--- src/rtl/ex.sv ---
// ----------------------------------------------------------------------------
// ex -- execute stage of the five-stage MIPS32 pipeline.
//
// Computes logic, shift, move, arithmetic and multiply results from the
// decoded operation and owns the HI/LO register pair. The registered
// write-back triple (waddr_o/we_o/wdata_o) feeds the memory stage and the
// decode-stage forwarding ports.
//
// Build option:
//   EX_MULT_ITER_EN  defined   : 32-step shift-add multiplier with a small FSM;
//                                stallreq_o holds the front of the pipeline
//                                while a multiply is in flight.
//   EX_MULT_ITER_EN  undefined : single-cycle combinational multiply,
//                                stallreq_o tied low.
//
// Ports:
//   clk        in   pipeline clock, rising edge
//   rst        in   asynchronous, active-high reset
//   alusel_i   in   [2:0]  operation class
//   aluop_i    in   [7:0]  sub-operation
//   reg1_i     in   [31:0] source operand 1 (forwarded or immediate)
//   reg2_i     in   [31:0] source operand 2 (forwarded or immediate)
//   waddr_i    in   [4:0]  destination GPR
//   we_i       in   GPR write request
//   waddr_o    out  [4:0]  registered destination
//   we_o       out  registered GPR write enable
//   wdata_o    out  [31:0] registered result
//   hi_o/lo_o  out  [31:0] current HI/LO contents
//   stallreq_o out  combinational upstream hold request
// ----------------------------------------------------------------------------
module ex (
  input  logic        clk,
  input  logic        rst,
  input  logic [2:0]  alusel_i,
  input  logic [7:0]  aluop_i,
  input  logic [31:0] reg1_i,
  input  logic [31:0] reg2_i,
  input  logic [4:0]  waddr_i,
  input  logic        we_i,
  output logic [4:0]  waddr_o,
  output logic        we_o,
  output logic [31:0] wdata_o,
  output logic [31:0] hi_o,
  output logic [31:0] lo_o,
  output logic        stallreq_o
);

  localparam int DATA_W = 32;

  // Operation classes
  localparam logic [2:0] EXE_RES_NOP   = 3'b000;
  localparam logic [2:0] EXE_RES_LOGIC = 3'b001;
  localparam logic [2:0] EXE_RES_SHIFT = 3'b010;
  localparam logic [2:0] EXE_RES_MOVE  = 3'b011;
  localparam logic [2:0] EXE_RES_ARITH = 3'b100;
  localparam logic [2:0] EXE_RES_MUL   = 3'b101;

  // Sub-operations
  localparam logic [7:0] EXE_AND_OP   = 8'b0010_0100;
  localparam logic [7:0] EXE_OR_OP    = 8'b0010_0101;
  localparam logic [7:0] EXE_XOR_OP   = 8'b0010_0110;
  localparam logic [7:0] EXE_NOR_OP   = 8'b0010_0111;
  localparam logic [7:0] EXE_SLL_OP   = 8'b0111_1100;
  localparam logic [7:0] EXE_SRL_OP   = 8'b0000_0010;
  localparam logic [7:0] EXE_SRA_OP   = 8'b0000_0011;
  localparam logic [7:0] EXE_MOVZ_OP  = 8'b0000_1010;
  localparam logic [7:0] EXE_MOVN_OP  = 8'b0000_1011;
  localparam logic [7:0] EXE_MFHI_OP  = 8'b0001_0000;
  localparam logic [7:0] EXE_MTHI_OP  = 8'b0001_0001;
  localparam logic [7:0] EXE_MFLO_OP  = 8'b0001_0010;
  localparam logic [7:0] EXE_MTLO_OP  = 8'b0001_0011;
  localparam logic [7:0] EXE_SLT_OP   = 8'b0010_1010;
  localparam logic [7:0] EXE_SLTU_OP  = 8'b0010_1011;
  localparam logic [7:0] EXE_ADD_OP   = 8'b0010_0000;
  localparam logic [7:0] EXE_ADDU_OP  = 8'b0010_0001;
  localparam logic [7:0] EXE_SUB_OP   = 8'b0010_0010;
  localparam logic [7:0] EXE_SUBU_OP  = 8'b0010_0011;
  localparam logic [7:0] EXE_MULT_OP  = 8'b0001_1000;
  localparam logic [7:0] EXE_MULTU_OP = 8'b0001_1001;
  localparam logic [7:0] EXE_MUL_OP   = 8'b1010_1001;
  localparam logic [7:0] EXE_CLZ_OP   = 8'b1011_0000;
  localparam logic [7:0] EXE_CLO_OP   = 8'b1011_0001;

  // Count of leading zero bits, 0..32.
  function automatic logic [5:0] lead_zeros(input logic [DATA_W-1:0] v);
    logic [5:0] n;
    logic       hit;
    n   = 6'd0;
    hit = 1'b0;
    for (int i = DATA_W - 1; i >= 0; i--) begin
      if (v[i])
        hit = 1'b1;
      else if (!hit)
        n = n + 6'd1;
    end
    return n;
  endfunction

  // Operand magnitude; 0x80000000 maps to 2^31, which is correct as unsigned.
  function automatic logic [DATA_W-1:0] magnitude(input logic [DATA_W-1:0] v,
                                                  input logic is_signed);
    return (is_signed && v[DATA_W-1]) ? (~v + 32'd1) : v;
  endfunction

  function automatic logic [2*DATA_W-1:0] apply_sign(input logic [2*DATA_W-1:0] p,
                                                     input logic neg);
    return neg ? (~p + 64'd1) : p;
  endfunction

  logic [4:0]          waddr_p1;
  logic                we_p1;
  logic [DATA_W-1:0]   wdata_p1;
  logic [DATA_W-1:0]   hi_p1;
  logic [DATA_W-1:0]   lo_p1;

  logic signed [DATA_W:0] sum_ext;
  logic signed [DATA_W:0] dif_ext;
  logic                   add_ovf;
  logic                   sub_ovf;

  logic                   mul_op;
  logic                   mul_signed;
  logic                   mul_neg;
  logic [DATA_W-1:0]      mag_a;
  logic [DATA_W-1:0]      mag_b;
  logic [2*DATA_W-1:0]    mul_prod;

  logic [DATA_W-1:0]      result;
  logic                   we_eff;

  // 33-bit sign-extended add/sub: overflow is a disagreement of the top two bits.
  assign sum_ext = $signed({reg1_i[DATA_W-1], reg1_i}) + $signed({reg2_i[DATA_W-1], reg2_i});
  assign dif_ext = $signed({reg1_i[DATA_W-1], reg1_i}) - $signed({reg2_i[DATA_W-1], reg2_i});
  assign add_ovf = sum_ext[DATA_W] ^ sum_ext[DATA_W-1];
  assign sub_ovf = dif_ext[DATA_W] ^ dif_ext[DATA_W-1];

  assign mul_op     = (aluop_i == EXE_MULT_OP) || (aluop_i == EXE_MULTU_OP) ||
                      (aluop_i == EXE_MUL_OP);
  assign mul_signed = (aluop_i == EXE_MULT_OP) || (aluop_i == EXE_MUL_OP);
  assign mul_neg    = mul_signed && (reg1_i[DATA_W-1] ^ reg2_i[DATA_W-1]);
  assign mag_a      = magnitude(reg1_i, mul_signed);
  assign mag_b      = magnitude(reg2_i, mul_signed);

`ifdef EX_MULT_ITER_EN
  typedef enum logic [1:0] {S_IDLE, S_BUSY, S_DONE} mstate_t;

  mstate_t             state;
  mstate_t             state_nx;
  logic [2*DATA_W-1:0] mcand_p0;
  logic [2*DATA_W-1:0] acc_p0;
  logic [DATA_W-1:0]   mplier_p0;
  logic [4:0]          count_p0;
  logic                neg_p0;

  always_ff @(posedge clk or posedge rst) begin
    if (rst)
      state <= S_IDLE;
    else
      state <= state_nx;
  end

  always_comb begin
    state_nx = state;
    case (state)
      S_IDLE:  if (mul_op) state_nx = S_BUSY;
      S_BUSY:  if (count_p0 == 5'd31) state_nx = S_DONE;
      S_DONE:  state_nx = S_IDLE;
      default: state_nx = S_IDLE;
    endcase
  end

  // ---- multiplier iteration stage: one shift-add step per BUSY cycle ----
  always_ff @(posedge clk) begin
    if (state == S_IDLE) begin
      if (mul_op) begin
        mcand_p0  <= {32'd0, mag_a};
        mplier_p0 <= mag_b;
        acc_p0    <= '0;
        count_p0  <= 5'd0;
        neg_p0    <= mul_neg;
      end
    end else if (state == S_BUSY) begin
      if (mplier_p0[0])
        acc_p0 <= acc_p0 + mcand_p0;
      mcand_p0  <= mcand_p0 << 1;
      mplier_p0 <= mplier_p0 >> 1;
      count_p0  <= count_p0 + 5'd1;
    end
  end

  assign mul_prod   = apply_sign(acc_p0, neg_p0);
  // Released in DONE so the finished product registers at the end of that cycle.
  assign stallreq_o = !rst && mul_op && (state != S_DONE);
`else
  assign mul_prod   = apply_sign({32'd0, mag_a} * {32'd0, mag_b}, mul_neg);
  assign stallreq_o = 1'b0;
`endif

  always_comb begin
    result = '0;
    we_eff = we_i;
    case (alusel_i)
      EXE_RES_NOP: result = '0;
      EXE_RES_LOGIC: begin
        case (aluop_i)
          EXE_AND_OP: result = reg1_i & reg2_i;
          EXE_OR_OP:  result = reg1_i | reg2_i;
          EXE_XOR_OP: result = reg1_i ^ reg2_i;
          EXE_NOR_OP: result = ~(reg1_i | reg2_i);
          default:    result = '0;
        endcase
      end
      EXE_RES_SHIFT: begin
        case (aluop_i)
          EXE_SLL_OP: result = reg2_i << reg1_i[4:0];
          EXE_SRL_OP: result = reg2_i >> reg1_i[4:0];
          EXE_SRA_OP: result = $unsigned($signed(reg2_i) >>> reg1_i[4:0]);
          default:    result = '0;
        endcase
      end
      EXE_RES_MOVE: begin
        case (aluop_i)
          EXE_MOVZ_OP, EXE_MOVN_OP: result = reg1_i;
          EXE_MFHI_OP:              result = hi_p1;
          EXE_MFLO_OP:              result = lo_p1;
          default:                  result = '0;
        endcase
      end
      EXE_RES_ARITH: begin
        case (aluop_i)
          EXE_ADD_OP, EXE_ADDU_OP: result = sum_ext[DATA_W-1:0];
          EXE_SUB_OP, EXE_SUBU_OP: result = dif_ext[DATA_W-1:0];
          EXE_SLT_OP:  result = {31'd0, $signed(reg1_i) < $signed(reg2_i)};
          EXE_SLTU_OP: result = {31'd0, reg1_i < reg2_i};
          EXE_CLZ_OP:  result = {26'd0, lead_zeros(reg1_i)};
          EXE_CLO_OP:  result = {26'd0, lead_zeros(~reg1_i)};
          default:     result = '0;
        endcase
      end
      EXE_RES_MUL: result = mul_prod[DATA_W-1:0];
      default:     result = '0;
    endcase

    // Signed overflow suppresses the write; HI/LO-only ops never write a GPR.
    case (aluop_i)
      EXE_ADD_OP: if (add_ovf) we_eff = 1'b0;
      EXE_SUB_OP: if (sub_ovf) we_eff = 1'b0;
      EXE_MTHI_OP, EXE_MTLO_OP, EXE_MULT_OP, EXE_MULTU_OP: we_eff = 1'b0;
      default: ;
    endcase
  end

  // ---- EX/MEM boundary: write-back triple and HI/LO ----
  always_ff @(posedge clk or posedge rst) begin
    if (rst) begin
      waddr_p1 <= '0;
      we_p1    <= 1'b0;
      wdata_p1 <= '0;
      hi_p1    <= '0;
      lo_p1    <= '0;
    end else if (stallreq_o) begin
      waddr_p1 <= '0;
      we_p1    <= 1'b0;
      wdata_p1 <= '0;
    end else begin
      waddr_p1 <= waddr_i;
      we_p1    <= we_eff;
      wdata_p1 <= result;
      case (aluop_i)
        EXE_MTHI_OP:               hi_p1 <= reg1_i;
        EXE_MTLO_OP:               lo_p1 <= reg1_i;
        EXE_MULT_OP, EXE_MULTU_OP: {hi_p1, lo_p1} <= mul_prod;
        default: ;
      endcase
    end
  end

  assign waddr_o = waddr_p1;
  assign we_o    = we_p1;
  assign wdata_o = wdata_p1;
  assign hi_o    = hi_p1;
  assign lo_o    = lo_p1;

endmodule
--- config.mk ---
export PLATFORM = sky130hd
export DESIGN_NAME = ex
export DESIGN_NICKNAME = d
export VERILOG_FILES = /design/src/rtl/ex.sv
export SDC_FILE = /design/constraint.sdc
export NUM_CORES = 2
export LEC_CHECK = 0
export BUFFER_PORTS_ARGS = -buffer_cell sky130_fd_sc_hd__buf_2
export CORE_MARGIN = 2
export CORE_UTILIZATION = 49
export CTS_BUF_LIST = sky130_fd_sc_hd__clkbuf_2
export DETAILED_ROUTE_END_ITERATION = 6
export GPL_TIMING_DRIVEN = 0
export PLACE_DENSITY_LB_ADDON = 0.3
export SLEW_MARGIN = 15
export SYNTH_ARGS = -nofsm -noshare
export SYNTH_HDL_FRONTEND = slang
export SYNTH_SLANG_ARGS = --single-unit
--- constraint.sdc ---
create_clock -name clk -period 5.2 [get_ports clk]
set_input_delay 0.52 -clock clk [delete_from_list [all_inputs] [get_ports clk]]
set_output_delay 0.52 -clock clk [all_outputs]
set_load 0.005 [all_outputs]
# Word level (Yosys, flattened, before mapping)
# Cells that the tools add are included.
# word_totals
elab_cells,577
inputBits,83
ff_bits,102
out_inout_bits,103
# op_classes
magnitude_cmp,2
n_mul,1
mux,449
eq_ne,29
n_addsub,67
n_bitwise,10
n_reduce_logical,11
shift,3
# ops
cell,n
2-to-1 mux 6 bit,248
adder 6 x 1 -> 6 bit (second input constant),62
case mux 32 bit (3 select lines),2
case mux 32 bit (6 select lines),1
2-to-1 mux 1 bit,190
case mux 32 bit (5 select lines),1
case mux 32 bit (2 select lines),2
case mux 32 bit (4 select lines),1
inverter 32 bit,3
equality test 8 x 6 -> 1 bit (second input constant),10
adder 32 x 1 -> 32 bit (second input constant),2
adder 64 x 1 -> 64 bit (second input constant),1
< comparator 32 bit,2
multiplier 32 x 32 -> 64 bit,1
2-to-1 mux 32 bit,2
2-to-1 mux 64 bit,1
inverter 64 bit,1
equality test 8 x 5 -> 1 bit (second input constant),6
adder 32 x 32 -> 33 bit,1
subtractor 32 x 32 -> 33 bit,1
AND 32 bit,1
bitwise OR 32 bit,1
<< shifter 32 x 5 -> 32 bit,1
>> shifter 32 x 5 -> 32 bit,1
other kinds (16),30

# Logic depth before layout (Yosys ltp)
# depth
word_depth,159
mapped_depth,84
depth_no_buf,82

# Least setup slack after synthesis
# Ideal clock, no wire load.
# synth_timing
path_type,in2reg
start,input reg1_i[30]
end,"register wdata_p1[5], in the netlist wdata_o[5]"
arrival_ns,14.733
cell_stages,83
path_buffers,3
path_slack_ns,-9.680
required_time_ns,5.053
setup_ns,0.147
cell_sequence,buf_4 nor2_1 ha_1 nand3b_1 o21a_1 inv_1 ha_1 nor2b_1 o31ai_1 o21ai_0 nand2b_1 ha_1 mux2i_1 mux2i_1 xnor2_1 o21ai_0 ha_1 nor2b_1 [47 not listed] ha_1 mux2i_1 o21ai_0 ha_1 nand2_1 nand2_1 ha_1 nand2_1 or3_1 a21oi_1 mux2i_1 xnor2_1 xnor2_1 nor2_1 xnor2_1 xnor2_1 a211oi_2 o221ai_1
# synth_between
elab_chain_cells,154
word_cells_on_any_way,485
classes_between,60 x add/sub; 424 x mux; 1 x bitwise
# synth_rtl
element,line,rtl
start: declaration,36,"input logic [31:0] reg1_i,"
inverter 32 bit,236,"EXE_CLO_OP: result = {26'd0, lead_zeros(~reg1_i)};"
2-to-1 mux 6 bit,91,if (v[i])
2-to-1 mux 6 bit,230,case (aluop_i)
2-to-1 mux 6 bit,202,case (alusel_i)
adder 6 x 1 -> 6 bit,94,n = n + 6'd1;
2-to-1 mux 6 bit,93,else if (!hit)
2-to-1 mux 6 bit,91,
2-to-1 mux 6 bit,230,
[139 not listed],n/a,
2-to-1 mux 6 bit,230,
2-to-1 mux 6 bit,202,
adder 6 x 1 -> 6 bit,94,
2-to-1 mux 6 bit,93,
2-to-1 mux 6 bit,91,
case mux 32 bit (6 select lines) *,230,
case mux 32 bit (5 select lines) *,202,
named net result[5],128,logic [DATA_W-1:0] result;
end signal: assignment,268,wdata_p1 <= result;
end: declaration,112,logic [DATA_W-1:0] wdata_p1;
# The timed path passes the listed nets; every way through them passes the cells marked *. The select of a mux whose other input is x is not followed.
# A chain may end at the register's enable or synchronous reset.

# Final worst setup path
# layout_timing
start,input reg1_i[31]
end,"register wdata_p1[5], in the netlist wdata_o[5]"
# layout_between
elab_chain_cells,159
word_cells_on_any_way,509
classes_between,63 x add/sub; 1 x mul; 440 x mux; 3 x bitwise; 2 x reduce/logical
# layout_rtl
element,line
inverter 32 bit,236
2-to-1 mux 1 bit,91
2-to-1 mux 6 bit,230
2-to-1 mux 6 bit,202
adder 6 x 1 -> 6 bit,94
2-to-1 mux 6 bit,93
2-to-1 mux 6 bit,91
2-to-1 mux 6 bit,230
[144 not listed],n/a
2-to-1 mux 6 bit,230
2-to-1 mux 6 bit,202
adder 6 x 1 -> 6 bit,94
2-to-1 mux 6 bit,93
2-to-1 mux 6 bit,91
case mux 32 bit (6 select lines),230
case mux 32 bit (5 select lines) *,202
named net result[5],128
# Marks and branches as above.

==> metrics.yaml <==
gp_congestion: 1.14
fin_skew_ns: 0.107
r2r_cells: 4
clk_latency_ns: 0.94
r2r_end: "wdata_o[19]$_DFF_PP0_"
status: "finished, violations left"
ys_ff_latch: 102
post-route-min-period_ns: 14.27
htreeDepth: 3
violations: "DRC, setup timing"
synth_area_leader_cell: "fa_1"
yosys_warnings: 0
avgRoutedWirePerCell_um: 31.6
rows: 123
worst-path-buf-inv: 4
timing_hold_violations_final: 0
dp_hpwl_mm: 233
worst_slew_pin_slew_ns: 1.46
cp_max_fo: 7
syn-num-nets: 8609
synthTopCellsByArea: "fa_1 (32%), ha_1 (9.4%), nand2_1 (7.7%), inv_1 (7.6%), dfrtp_1 (4.6%)"
overflow: 0
slowest_delay_ns: 0.49
setup.worst_path.end_class: "register"
rsz0062_at_grt: "true"
grt_pass1_vias: 56800
synth_cells: 7208
cpMaxStageDelayCell: "or4_4"
grt_pass1_wl_mm: 405
cp.arrival_ns: 15.00
drt-initial-drc-count: 9598
grt_max_degree: 68
ys_seq_area_share_pct: 4.57
syn_avg_cell_area_sq_um: 7.75
cts.clk_slew.worst_paths_ns: 0.45
wl_met1_mm: 104
floorplan.initialDensity_pct: 49.5
grt_antenna_before_repair: 34
drcViolationCount: 120
netlist_area_sq_um: 55900
die_h_um: 342
synth_cell_types: 113
post-route-period-util_pct: 274
drt_first_pass_iters: 7
io_buffers: 182
final_nets: 9066
met2_wirelength_mm: 112
critPathKind: "input pin to register"
met3_length_mm: 49.2
cts_tree: "done"
synth_top_cell_area_share_pct: 32.2
r2r_slack_ns: 2.09
crit_family: "compound AO/OA/AOI/OAI gates"
whs_ns: 0.0440
drive_gt1_share_pct: 15.7
yosys_most_used_dff: "dfrtp_1"
die-area_sq_um: 117000
cts_made_buffers: 9
vias: 60300
drtAntennaViolNets: 0
io_pins: 186
required_ns: 5.93
root_buffer: "clkbuf_2"
cts_sinks: 102
fillers: 10400
core_sq_um: 113000
die_w_um: 342
synth_edf_count: 0
max-slew-margin-rel_pct: 1.82
slew_viol_final: 0
highest_layer: "met5"
cts_buffer_depth: 2
cp-start-kind: "input pin"
via_per_inst: 6.56
area_delta_synth_final_pct: 17.2
drt-total-wl_mm: 291
r2r-start: "lo_o[19]$_DFFE_PP0P_"
cap_violations: 0
setup_viol: 93
postSynth.asyncResetShare_pct: 100
crit_path_frequent_cell: "ha_1"
grt_usage_pct: 48.8
fmax_mhz: 70.1
fin_ws_ns: -9.07
holdCritPathClass: "input pin to async pin"
-- cell families after synthesis --
logic type,Yosys count,synth area share [%]
compound gates,1293,14.9
xor+xnor,351,6.10
fa+ha+maj,1318,41.6
buf+inv,1549,10.5
flops,102,4.57
mux,158,3.12
other cells,1,0.00671
simple gates,2436,19.2
-- worst min-delay path, cell delays in order --
cell	delay, ns
dlygate4sd3_1	0.54
buf_2	0.15
inv_6	0.27
-- state kept, by name, indices dropped and copies added, names as in the netlist --
signal / flops
wdata_o: 32
hi_o: 32
we_o: 1
lo_o: 32
waddr_o: 5
-- how the worst max path moves through the flow --
stage                           from              endpoint  slack, ns  cells after the start
after CTS                 reg1_i[30]  wdata_o[5]$_DFF_PP0_      -8.62                     84
after detailed placement  reg1_i[28]  wdata_o[5]$_DFF_PP0_     -11.50                     82
after global routing      reg1_i[31]  wdata_o[5]$_DFF_PP0_      -9.53                     83
after global placement    reg1_i[28]  wdata_o[5]$_DFF_PP0_     -11.39                     82
final                     reg1_i[31]  wdata_o[5]$_DFF_PP0_      -9.07                     83
after floorplan           reg1_i[31]  wdata_o[5]$_DFF_PP0_      -8.54                     83
-- layer usage --
metal,global-route usage [%],vias to the layer above
met4,31.8,20
met1,62.8,29500
met5,0.613,-
met2,65.6,5157
li1,-,24300
met3,21.8,1340
-- cell usage after synthesis (all sizes together), types with 19 or more instances --
library cell / count
a22oi: 19
xor2: 98
and3: 38
nor2: 674
a31oi: 66
mux2i: 127
nor2b: 39
o22ai: 62
nor3: 104
ha: 420
a21o: 64
o211ai: 32
o21ai: 355
o21bai: 40
a221oi: 30
mux2: 20
buf: 44
nand2b: 41
and2: 100
inv: 1133
fa: 898
clkbuf: 360
a222oi: 33
xnor2: 242
or2: 27
or4: 20
a21oi: 324
nand2: 1142
nand4: 34
a211oi: 53
dfrtp: 102
o31ai: 26
nand3: 74
or3: 39
nor4: 45
-- final cells by class --
type                       instances  area (sq um)  area share [%]
tap                             1500          1880            2.87
multi-input combinational       5557         50700            77.4
antenna                           31          77.6           0.118
buffer                           393          2480            3.78
timing repair buffer             457          3310            5.05
inverter                        1145          4380            6.68
clock inverter                     7          81.3           0.124
clock buffer                       9          45.0          0.0688
sequential                       102          2550            3.90
-- metrics by stage --
step | utilization, % | worst slack (ns) | TNS, ns | instance area, sq um | std cells
floorplan | - | -8.54 | -464.64 | 56100 | 7208
global placement | 52.2 | -11.39 | -827.34 | 58900 | 8890
detailed placement | 52.9 | -11.50 | -757.74 | 59700 | 8921
CTS | 56.7 | -8.62 | -425.16 | 63900 | 9106
global route | 58.0 | -9.53 | -459.57 | 65400 | 9178
finish | 58.1 | -9.07 | -447.34 | 65500 | 9201
-- timing repair --
| item | 4_1_cts | 5_1_grt |
|---|---|---|
| buffers inserted | 172 | 65 |
| pin swaps | 125 | 99 |
| setup endpoints to repair | 94 | 93 |
| endpoints found under the hold margin | 107 | 0 |
| resized for setup | 667 | 228 |
| hold buffers | 6 | 0 |
| gates cloned | 1 | 0 |
-- layout by cell type, fill, tap and decap left out, drive strengths merged, types with 66 or more instances in the layout --
master  count
nand2    1142
inv      1131
fa        898
nor2      674
buf       513
ha        420
o21ai     355
clkbuf    338
a21oi     324
xnor2     242
mux2i     127
nor3      104
dfrtp     102
and2      100
xor2       98
nand3      74
a31oi      66
Power is left out: the tool's default activity adds up to more than one toggle a clock period on the data nets, which glitch-free logic cannot reach.
